$ cat config.mk
export PLATFORM = sky130hd
export DESIGN_NAME = dvi_video_driver
export DESIGN_NICKNAME = d
export VERILOG_FILES = /design/src/rtl/dvi_video_driver.sv
export SDC_FILE = /design/constraint.sdc
export NUM_CORES = 1
export LEC_CHECK = 0
export CAP_MARGIN = 5
export CORE_MARGIN = 5
export CORE_UTILIZATION = 45
export CTS_CLUSTER_DIAMETER = 200
export DETAILED_ROUTE_END_ITERATION = 12
export GPL_ROUTABILITY_DRIVEN = 0
export PLACE_DENSITY = 0.7
export SKIP_LAST_GASP = 1
export SLEW_MARGIN = 20
export SYNTH_ARGS = -nofsm -noshare
export SYNTH_HDL_FRONTEND = slang
export SYNTH_SLANG_ARGS = --single-unit
$ cat constraint.sdc
create_clock -name clk -period 2.2 [get_ports clk]
set_clock_uncertainty 0.15 [all_clocks]
set_input_delay 0.44 -clock clk [delete_from_list [all_inputs] [get_ports clk]]
set_output_delay 0.44 -clock clk [all_outputs]
set_load 0.005 [all_outputs]
$ cat src/rtl/dvi_video_driver.sv
// dvi_video_driver: source side of a CH7301C DVI link.
// Generates H/V/DE frame timing from a line/frame counter pair and packs an
// RGB555 pixel stream into 12-bit rise/fall half-words for ODDR pad cells.
// Optional feature: define TEST_PATTERN_EN to add the test_pattern input,
// which replaces the stream with 8 vertical colour bars.
//
// Handshake: a pixel transfers on a rising clk edge when pixel_valid and
// pixel_ready are both 1. pixel_ready is high exactly in the cycle before an
// edge that will drive dvi_de=1, so the accepted pixel appears on dvi_data_*
// at that same edge. If pixel_valid is 0 in such a cycle the slot is driven
// black and the pixel is not fetched later.
module dvi_video_driver #(
  parameter int H_FRONT_PORCH = 24,
  parameter int H_SYNC        = 136,
  parameter int H_BACK_PORCH  = 160,
  parameter int H_VISIBLE     = 1024,
  parameter int V_FRONT_PORCH = 3,
  parameter int V_SYNC        = 6,
  parameter int V_BACK_PORCH  = 29,
  parameter int V_VISIBLE     = 768,
  parameter bit SYNC_POLARITY = 1'b0
) (
  input  logic        clk,
  input  logic        rst_n,
  input  logic [14:0] pixel_data,
  input  logic        pixel_valid,
  output logic        pixel_ready,
  output logic [11:0] dvi_data_rise,
  output logic [11:0] dvi_data_fall,
  output logic        dvi_de,
  output logic        dvi_h,
  output logic        dvi_v,
  output logic        dvi_reset_b,
  output logic        frame_start,
  output logic        underflow,
  input  logic        underflow_clr
`ifdef TEST_PATTERN_EN
  ,
  input  logic        test_pattern
`endif
);

  localparam int H_TOTAL = H_FRONT_PORCH + H_SYNC + H_BACK_PORCH + H_VISIBLE;
  localparam int V_TOTAL = V_FRONT_PORCH + V_SYNC + V_BACK_PORCH + V_VISIBLE;
  localparam int HW = $clog2(H_TOTAL);
  localparam int VW = $clog2(V_TOTAL);

  localparam logic [HW-1:0] H_LAST     = HW'(H_TOTAL - 1);
  localparam logic [HW-1:0] H_SYNC_END = HW'(H_SYNC);
  localparam logic [HW-1:0] H_DE_START = HW'(H_SYNC + H_BACK_PORCH);
  localparam logic [HW-1:0] H_DE_END   = HW'(H_SYNC + H_BACK_PORCH + H_VISIBLE);
  localparam logic [VW-1:0] V_LAST     = VW'(V_TOTAL - 1);
  localparam logic [VW-1:0] V_SYNC_LST = VW'(V_SYNC - 1);
  localparam logic [VW-1:0] V_BP_LST   = VW'(V_SYNC + V_BACK_PORCH - 1);
  localparam logic [VW-1:0] V_ACT_LST  = VW'(V_SYNC + V_BACK_PORCH + V_VISIBLE - 1);

  typedef enum logic [1:0] {ST_VSYNC, ST_VBP, ST_ACTIVE, ST_VFP} state_t;

  // Counters hold the position whose outputs are driven at the next edge.
  state_t          state;
  logic [HW-1:0]   h_cnt;
  logic [VW-1:0]   v_cnt;
  logic            h_sync_slot;
  logic            de_slot;
  logic [14:0]     pixel_rgb;

  // Decode the current position into sync and visible slots.
  always_comb begin
    h_sync_slot = (state == ST_ACTIVE) && (h_cnt < H_SYNC_END);
    de_slot     = (state == ST_ACTIVE) && (h_cnt >= H_DE_START) && (h_cnt < H_DE_END);
  end

`ifdef TEST_PATTERN_EN
  logic            tp_line;
  logic [HW-1:0]   x_pos;
  logic [2:0]      x_bar;

  // Pixel source: colour bars when the line was started in pattern mode.
  always_comb begin
    x_pos       = h_cnt - H_DE_START;
    x_bar       = 3'((32'(x_pos) * 8) / H_VISIBLE);
    pixel_ready = de_slot && !tp_line;
    if (tp_line) pixel_rgb = {{5{x_bar[2]}}, {5{x_bar[1]}}, {5{x_bar[0]}}};
    else         pixel_rgb = pixel_valid ? pixel_data : 15'h0000;
  end

  // Pattern mode is latched at line start so a line never mixes sources.
  always_ff @(posedge clk or negedge rst_n) begin
    if (!rst_n)              tp_line <= 1'b0;
    else if (h_cnt == '0)    tp_line <= test_pattern;
  end
`else
  // Pixel source: the stream, black when the source starves a visible slot.
  always_comb begin
    pixel_ready = de_slot;
    pixel_rgb   = pixel_valid ? pixel_data : 15'h0000;
  end
`endif

  // Frame FSM, counters and all registered video outputs.
  always_ff @(posedge clk or negedge rst_n) begin
    if (!rst_n) begin
      state         <= ST_VSYNC;
      h_cnt         <= '0;
      v_cnt         <= '0;
      dvi_de        <= 1'b0;
      dvi_h         <= ~SYNC_POLARITY;
      dvi_v         <= ~SYNC_POLARITY;
      dvi_data_rise <= 12'h000;
      dvi_data_fall <= 12'h000;
      frame_start   <= 1'b0;
      underflow     <= 1'b0;
      dvi_reset_b   <= 1'b0;
    end else begin
      dvi_reset_b <= 1'b1;
      dvi_de      <= de_slot;
      dvi_h       <= h_sync_slot ? SYNC_POLARITY : ~SYNC_POLARITY;
      dvi_v       <= (state == ST_VSYNC) ? SYNC_POLARITY : ~SYNC_POLARITY;
      frame_start <= (state == ST_VSYNC) && (v_cnt == '0) && (h_cnt == '0);
      if (de_slot) begin
        dvi_data_rise <= {1'b0, pixel_rgb[14:10], pixel_rgb[9:8], 4'b0000};
        dvi_data_fall <= {pixel_rgb[7:5], pixel_rgb[4:0], 4'b0000};
      end else begin
        dvi_data_rise <= 12'h000;
        dvi_data_fall <= 12'h000;
      end
      // A new starvation event outranks a simultaneous clear.
      if (pixel_ready && !pixel_valid) underflow <= 1'b1;
      else if (underflow_clr)          underflow <= 1'b0;

      if (h_cnt == H_LAST) begin
        h_cnt <= '0;
        if (v_cnt == V_LAST) begin
          v_cnt <= '0;
          state <= ST_VSYNC;
        end else begin
          v_cnt <= v_cnt + 1'b1;
          case (state)
            ST_VSYNC:  if (v_cnt == V_SYNC_LST) state <= ST_VBP;
            ST_VBP:    if (v_cnt == V_BP_LST)   state <= ST_ACTIVE;
            ST_ACTIVE: if (v_cnt == V_ACT_LST)  state <= ST_VFP;
            default:   state <= ST_VFP;
          endcase
        end
      end else begin
        h_cnt <= h_cnt + 1'b1;
      end
    end
  end

endmodule

Yosys cells after proc, flatten, opt, wreduce, memory -nomap -nowiden

Index checks and enable logic that the tools add are counted.

Register bits after elaboration: 52
Bits of input ports: 19
Output and inout bits: 31
Logic and storage cells: 52

Add/subtract/negate cells: 2
$lt $le $gt $ge: 3
Eq/ne operators: 10
Multiplexer cells: 14
Reduce and logical (&&, ||, !) cells: 12

Operator list:

| operator                                                            | count |
|---|---|
| 2-to-1 mux 11 bit                                                   | 2 |
| == test 10 bit (second input constant)                              | 2 |
| 2-to-1 mux 15 bit                                                   | 1 |
| 2-to-1 mux 12 bit                                                   | 1 |
| adder 11 x 1 -> 11 bit (second input constant)                      | 1 |
| == test 11 bit (second input constant)                              | 1 |
| greater-or-equal comparator 11 x 9 -> 1 bit (second input constant) | 1 |
| logical NOT 11 bit                                                  | 1 |
| < comparator 11 bit (second input constant)                         | 1 |
| < comparator 11 x 8 -> 1 bit (second input constant)                | 1 |
| adder 10 x 1 -> 10 bit (second input constant)                      | 1 |
| == test 10 x 3 -> 1 bit (second input constant)                     | 1 |
| == test 10 x 6 -> 1 bit (second input constant)                     | 1 |
| logical NOT 10 bit                                                  | 1 |
| 2-to-1 mux 10 bit                                                   | 1 |
| 2-to-1 mux 2 bit                                                    | 4 |
| logical AND 1 bit                                                   | 6 |
| != test 3 x 1 -> 1 bit (second input constant)                      | 2 |
| one-hot mux 2 bit (3 select lines)                                  | 1 |
| 2-to-1 mux 1 bit                                                    | 4 |
| AND reduction 4 bit                                                 | 1 |
| != test 3 bit (second input constant)                               | 1 |
| == test 2 x 1 -> 1 bit (second input constant)                      | 1 |
| == test 2 bit (second input constant)                               | 1 |
| 3 further kinds                                                     | 3 |

Depth between registers and ports, before layout

Depth in word-level cells: 5
Gate-level depth with buffers: 7
Gate-level depth less buffers: 7

Worst setup path after synthesis

Ideal clock, no wire load.

Kind: register to output
Start: register h_cnt[7]
End: output port pixel_ready
Arrival: 1.352 ns
Data required time: 1.610 ns
Slack: 0.258 ns
Stages on the path, launching flop included: 7
Path buffers: 2
Path through: dfrtp_1 > buf_2 > nor2_1 > a21oi_1 > o21a_1 > nor3_2 > buf_2

Cells in the longest elaborated chain, start to end: 3
Elaborated cells between the ends (all ways): 4
Classes of those cells: order compare: 2; reduce/logical: 2

Ends and longest elaborated chain:

| element                                     | RTL line | text |
|---|---|---|
| start, declared                             | 61       | `logic [HW-1:0] h_cnt;` |
| start signal, assigned                      | 146      | `h_cnt <= h_cnt + 1'b1;` |
| greater-or-equal comparator 11 x 9 -> 1 bit | 70       | `de_slot = (state == ST_ACTIVE) && (h_cnt >= H_DE_START) && (h_cnt < H_DE_END);` |
| logical AND 1 bit                           | 70       |  |
| logical AND 1 bit (*)                       | 70       |  |
| end, declared                               | 27       | `output logic pixel_ready,` |

Mark *: on every way between the ends. The rest lies on a longest branch, timed or not.

Worst setup path after layout

Start: register h_cnt[4]
End: output port pixel_ready

The elaborated chain is that of the path after synthesis.

==> metrics.md <==
| Metric | Value |
|---|---|
| Hold WS | 0.0265 ns |
| Row Count | 25 |
| Largest net degree at the start of global routing | 33 |
| Postcts setup bufs | 0 |
| Core area | 4660 um2 |
| Startpoint class of the critical path | flop |
| Status | finished, final reports clean |
| Final wirelength | 4090 um |
| Grt ovf | 0 |
| Unrepaired setup endpoints after global routing | no |
| Routed Antenna Nets | 0 |
| Max Fclk | 0.472 GHz |
| Max_slew headroom | 0.544 |
| Most crowded layer after global routing | met2 |
| Placed cell count | 297 |
| Period utilization | 0.962 |
| Critical setup path kind | reg -> out |
| Commonest non-fill, non-tap cell in the layout | dfrtp_1 |
| Residual DRC count | 0 |
| Worst setup margin | 0.0834 ns |
| GR met2 Demand/Resource | 0.227 |
| Max-Cap Viols | 0 |
| Pwr/cell area | 580 nW/um2 |
| Combinational Power Share | 0.036 |
| Arr. time, crit path | 1.53 ns |
| Util after Layout | 0.586 |
| Crit path required time | 1.61 ns |
| HP Class | in -> async |
| Mapped Cells | 200 |
| Slew @ Worst Pin | 0.684 ns |
| Final HPWL DP | 3010 um |
| Die area | 6180 um2 |
| CTS Sinks | 44 |
| Gr usage total | 0.142 |
| Starting Density | 0.454 |
| Clock Tree Buf Depth | 2 |
| Distinct cells, synth | 43 |
| Worst-path clk slew | 0.08 ns |
| Final setup fails | 0 |
| Chip height | 78.6 um |
| Non-Filler Instances | 305 |
| Hold Fails Final Rpt | 0 |
| Total inserted antenna cells | 0 |
| Via density | 5.10 |
| Initial drt markers | 74 |
| Antenna violations before repair | 0 |
| P_int | 1.29 mW |
| Vias in the first global route | 1,548 |
| TritonCTS Buffers | 5 |
| Die width | 78.6 um |
| Seq pwr share | 0.511 |
| Synth Area per Inst | 10.6 um2 |
| Maximum vdd drop | 0.229 mV |
| Kind of end point of the critical path | primary output |
| Commonest non-fill, non-tap cells in the layout | dfrtp_1, clkdlybuf4s50_1, and3_1 |
| GR Util met1 | 0.171 |
| Nets | 275 |
| Synthesis warning total | 0 |
| Crit path from | h_cnt[4]$_DFF_PN0_ |
| H-tree Lvls | 2 |
| DR pass1 iterations | 4 |
| Clock latency on the worst-skew pair | 0.30 ns |
| CTS tree | done |
| Leak pwr | 1.30 nW |
| Reg2Reg Launch Point | h_cnt[6]$_DFF_PN0_ |
| Synth Register Bits | 44 |
| Crit-path max FO | 2 |
| Global-route wire length before repair | 6890 um |
| Slew Limit Fails | 0 |
| Min Tclk post-route | 2.12 ns |
| WL/cell | 13.4 um |
| Synth Cell Area | 2120 um2 |
| Area delta synth->final | 28.9% |
| Layout cells sized above 1 | 0.135 |
| Switching Share | 0.182 |
| PortBufs | 40 |
| DR vias | 1,556 |
| Switching power | 0.289 mW |
| Clk Tree Root Cell | clkbuf_8 |
| Share of total power in the clock network | 0.453 |
| IO Pins | 50 |
| Post-synthesis sequential area ratio | 0.521 |
| M3 GR Usage | 0.0459 |
| Pre-CTS setup slack | -0.0828 ns |
cells in the mapped netlist:
master | n | area, um2
a21o_1 | 1 | 7.51
a21oi_1 | 5 | 25.0
a311oi_1 | 1 | 8.76
a31oi_1 | 3 | 18.8
and2_1 | 4 | 25.0
and3_1 | 21 | 131
and3b_1 | 1 | 8.76
and4_1 | 2 | 17.5
and4_4 | 1 | 11.3
buf_2 | 3 | 15.0
buf_4 | 9 | 67.6
buf_6 | 1 | 11.3
clkbuf_1 | 2 | 7.51
clkbuf_2 | 2 | 10.0
conb_1 | 2 | 7.51
dfrtp_1 | 42 | 1050
dfstp_2 | 2 | 52.6
ha_1 | 6 | 75.1
inv_1 | 7 | 26.3
mux2_2 | 1 | 11.3
mux2i_1 | 2 | 20.0
nand2_1 | 16 | 60.1
nand2b_1 | 3 | 18.8
nand3_1 | 8 | 40.0
nand4_1 | 5 | 31.3
nand4_4 | 1 | 21.3
nand4b_1 | 1 | 8.76
nor2_1 | 11 | 41.3
nor3_1 | 3 | 15.0
nor3_2 | 1 | 10.0
nor4_1 | 3 | 18.8
nor4_4 | 1 | 21.3
nor4b_2 | 1 | 15.0
nor4b_4 | 1 | 23.8
o21a_1 | 1 | 7.51
o21ai_0 | 12 | 60.1
o31a_1 | 1 | 8.76
o41ai_1 | 1 | 8.76
or2_2 | 1 | 6.26
or3_1 | 1 | 6.26
or4_1 | 1 | 7.51
xnor2_1 | 5 | 43.8
xor2_1 | 4 | 35.0
final cells by class:
class                      instances  area (um2)
clock buffer                       6        72.6
tap                               54        67.6
multi-input combinational        140         920
timing repair buffer              52         480
fill                             410        1930
clock inverter                     2        60.1
sequential                        44        1100
inverter                           7        26.3
worst max-delay path: stages, from the launching register on:
cell and delay (ns):
dfrtp_1 0.40, o21ai_2 0.17, a21oi_2 0.09, o21a_1 0.20, nor3_2 0.23, buf_2 0.16
cells by family (layout without fill, tap and decap cells):
logic type	count (synthesis)	in the layout	share of synthesized area
xor+xnor	9	9	0.0372
compound gates	25	25	0.0685
fa+ha+maj	6	6	0.0354
simple gates	87	87	0.255
buf+inv	24	67	0.0650
other cells	2	10	0.00355
flops	44	44	0.521
mux	3	3	0.0148
through the flow:
stage	TNS, ns	area, um2	total power [mW]
after detailed placement	-0.0828	2590	0.882
final	0	2730	1.58
after CTS	0	2720	1.61
after global routing	0	2730	1.64
after global placement	-0.0519	2590	0.882
after floorplan	0	2150	0.843
per-layer routing:
metal / vias to the layer above / share of wire
li1: 773 / -
met3: 6 / 0.075
met1: 727 / 0.45
met4: 0 / 0.022
met2: 50 / 0.46
met5: - / 0
final timing paths:
| path | endpoint | slack [ns] | cells past startpoint |
|---|---|---|---|
| max | pixel_ready | 0.08 | 5 |
| min | dvi_data_fall[7]$_DFF_PN0_ | 0.03 | 1 |
| max reg2reg | state[0]$_DFFE_PN0P_ | 0.21 | 5 |
| min reg2reg | h_cnt[0]$_DFF_PN0_ | 0.35 | 1 |
| max in group asynchronous | v_cnt[7]$_DFFE_PN0N_ | 1.30 | 2 |
| min in group clk | h_cnt[0]$_DFF_PN0_ | 0.35 | 1 |
power groups by stage:
stage	Combinational (mW)	Clock [mW]	Sequential, mW
6_report	0.0563	0.717	0.809
4_1_cts	0.0575	0.739	0.809
2_1_floorplan	0.0171	0	0.826
5_1_grt	0.0635	0.770	0.809
3_5_place_dp	0.0572	0	0.825
3_3_place_gp	0.0573	0	0.825
flip-flops by register name, summed over array words and instances, names as in the netlist:
signal / flops
dvi_data_fall: 8
dvi_data_rise: 7
dvi_de: 1
dvi_h: 1
dvi_reset_b: 1
dvi_v: 1
frame_start: 1
h_cnt: 11
state: 2
underflow: 1
v_cnt: 10
timing repair:
action | CTS | global route
hold buffers | 0 | 0
setup endpoints to repair | 1 | 1
gates resized for setup | 3 | 5
pin swaps | 1 | 1
No activity file was read; power rests on OpenSTA's default activity.
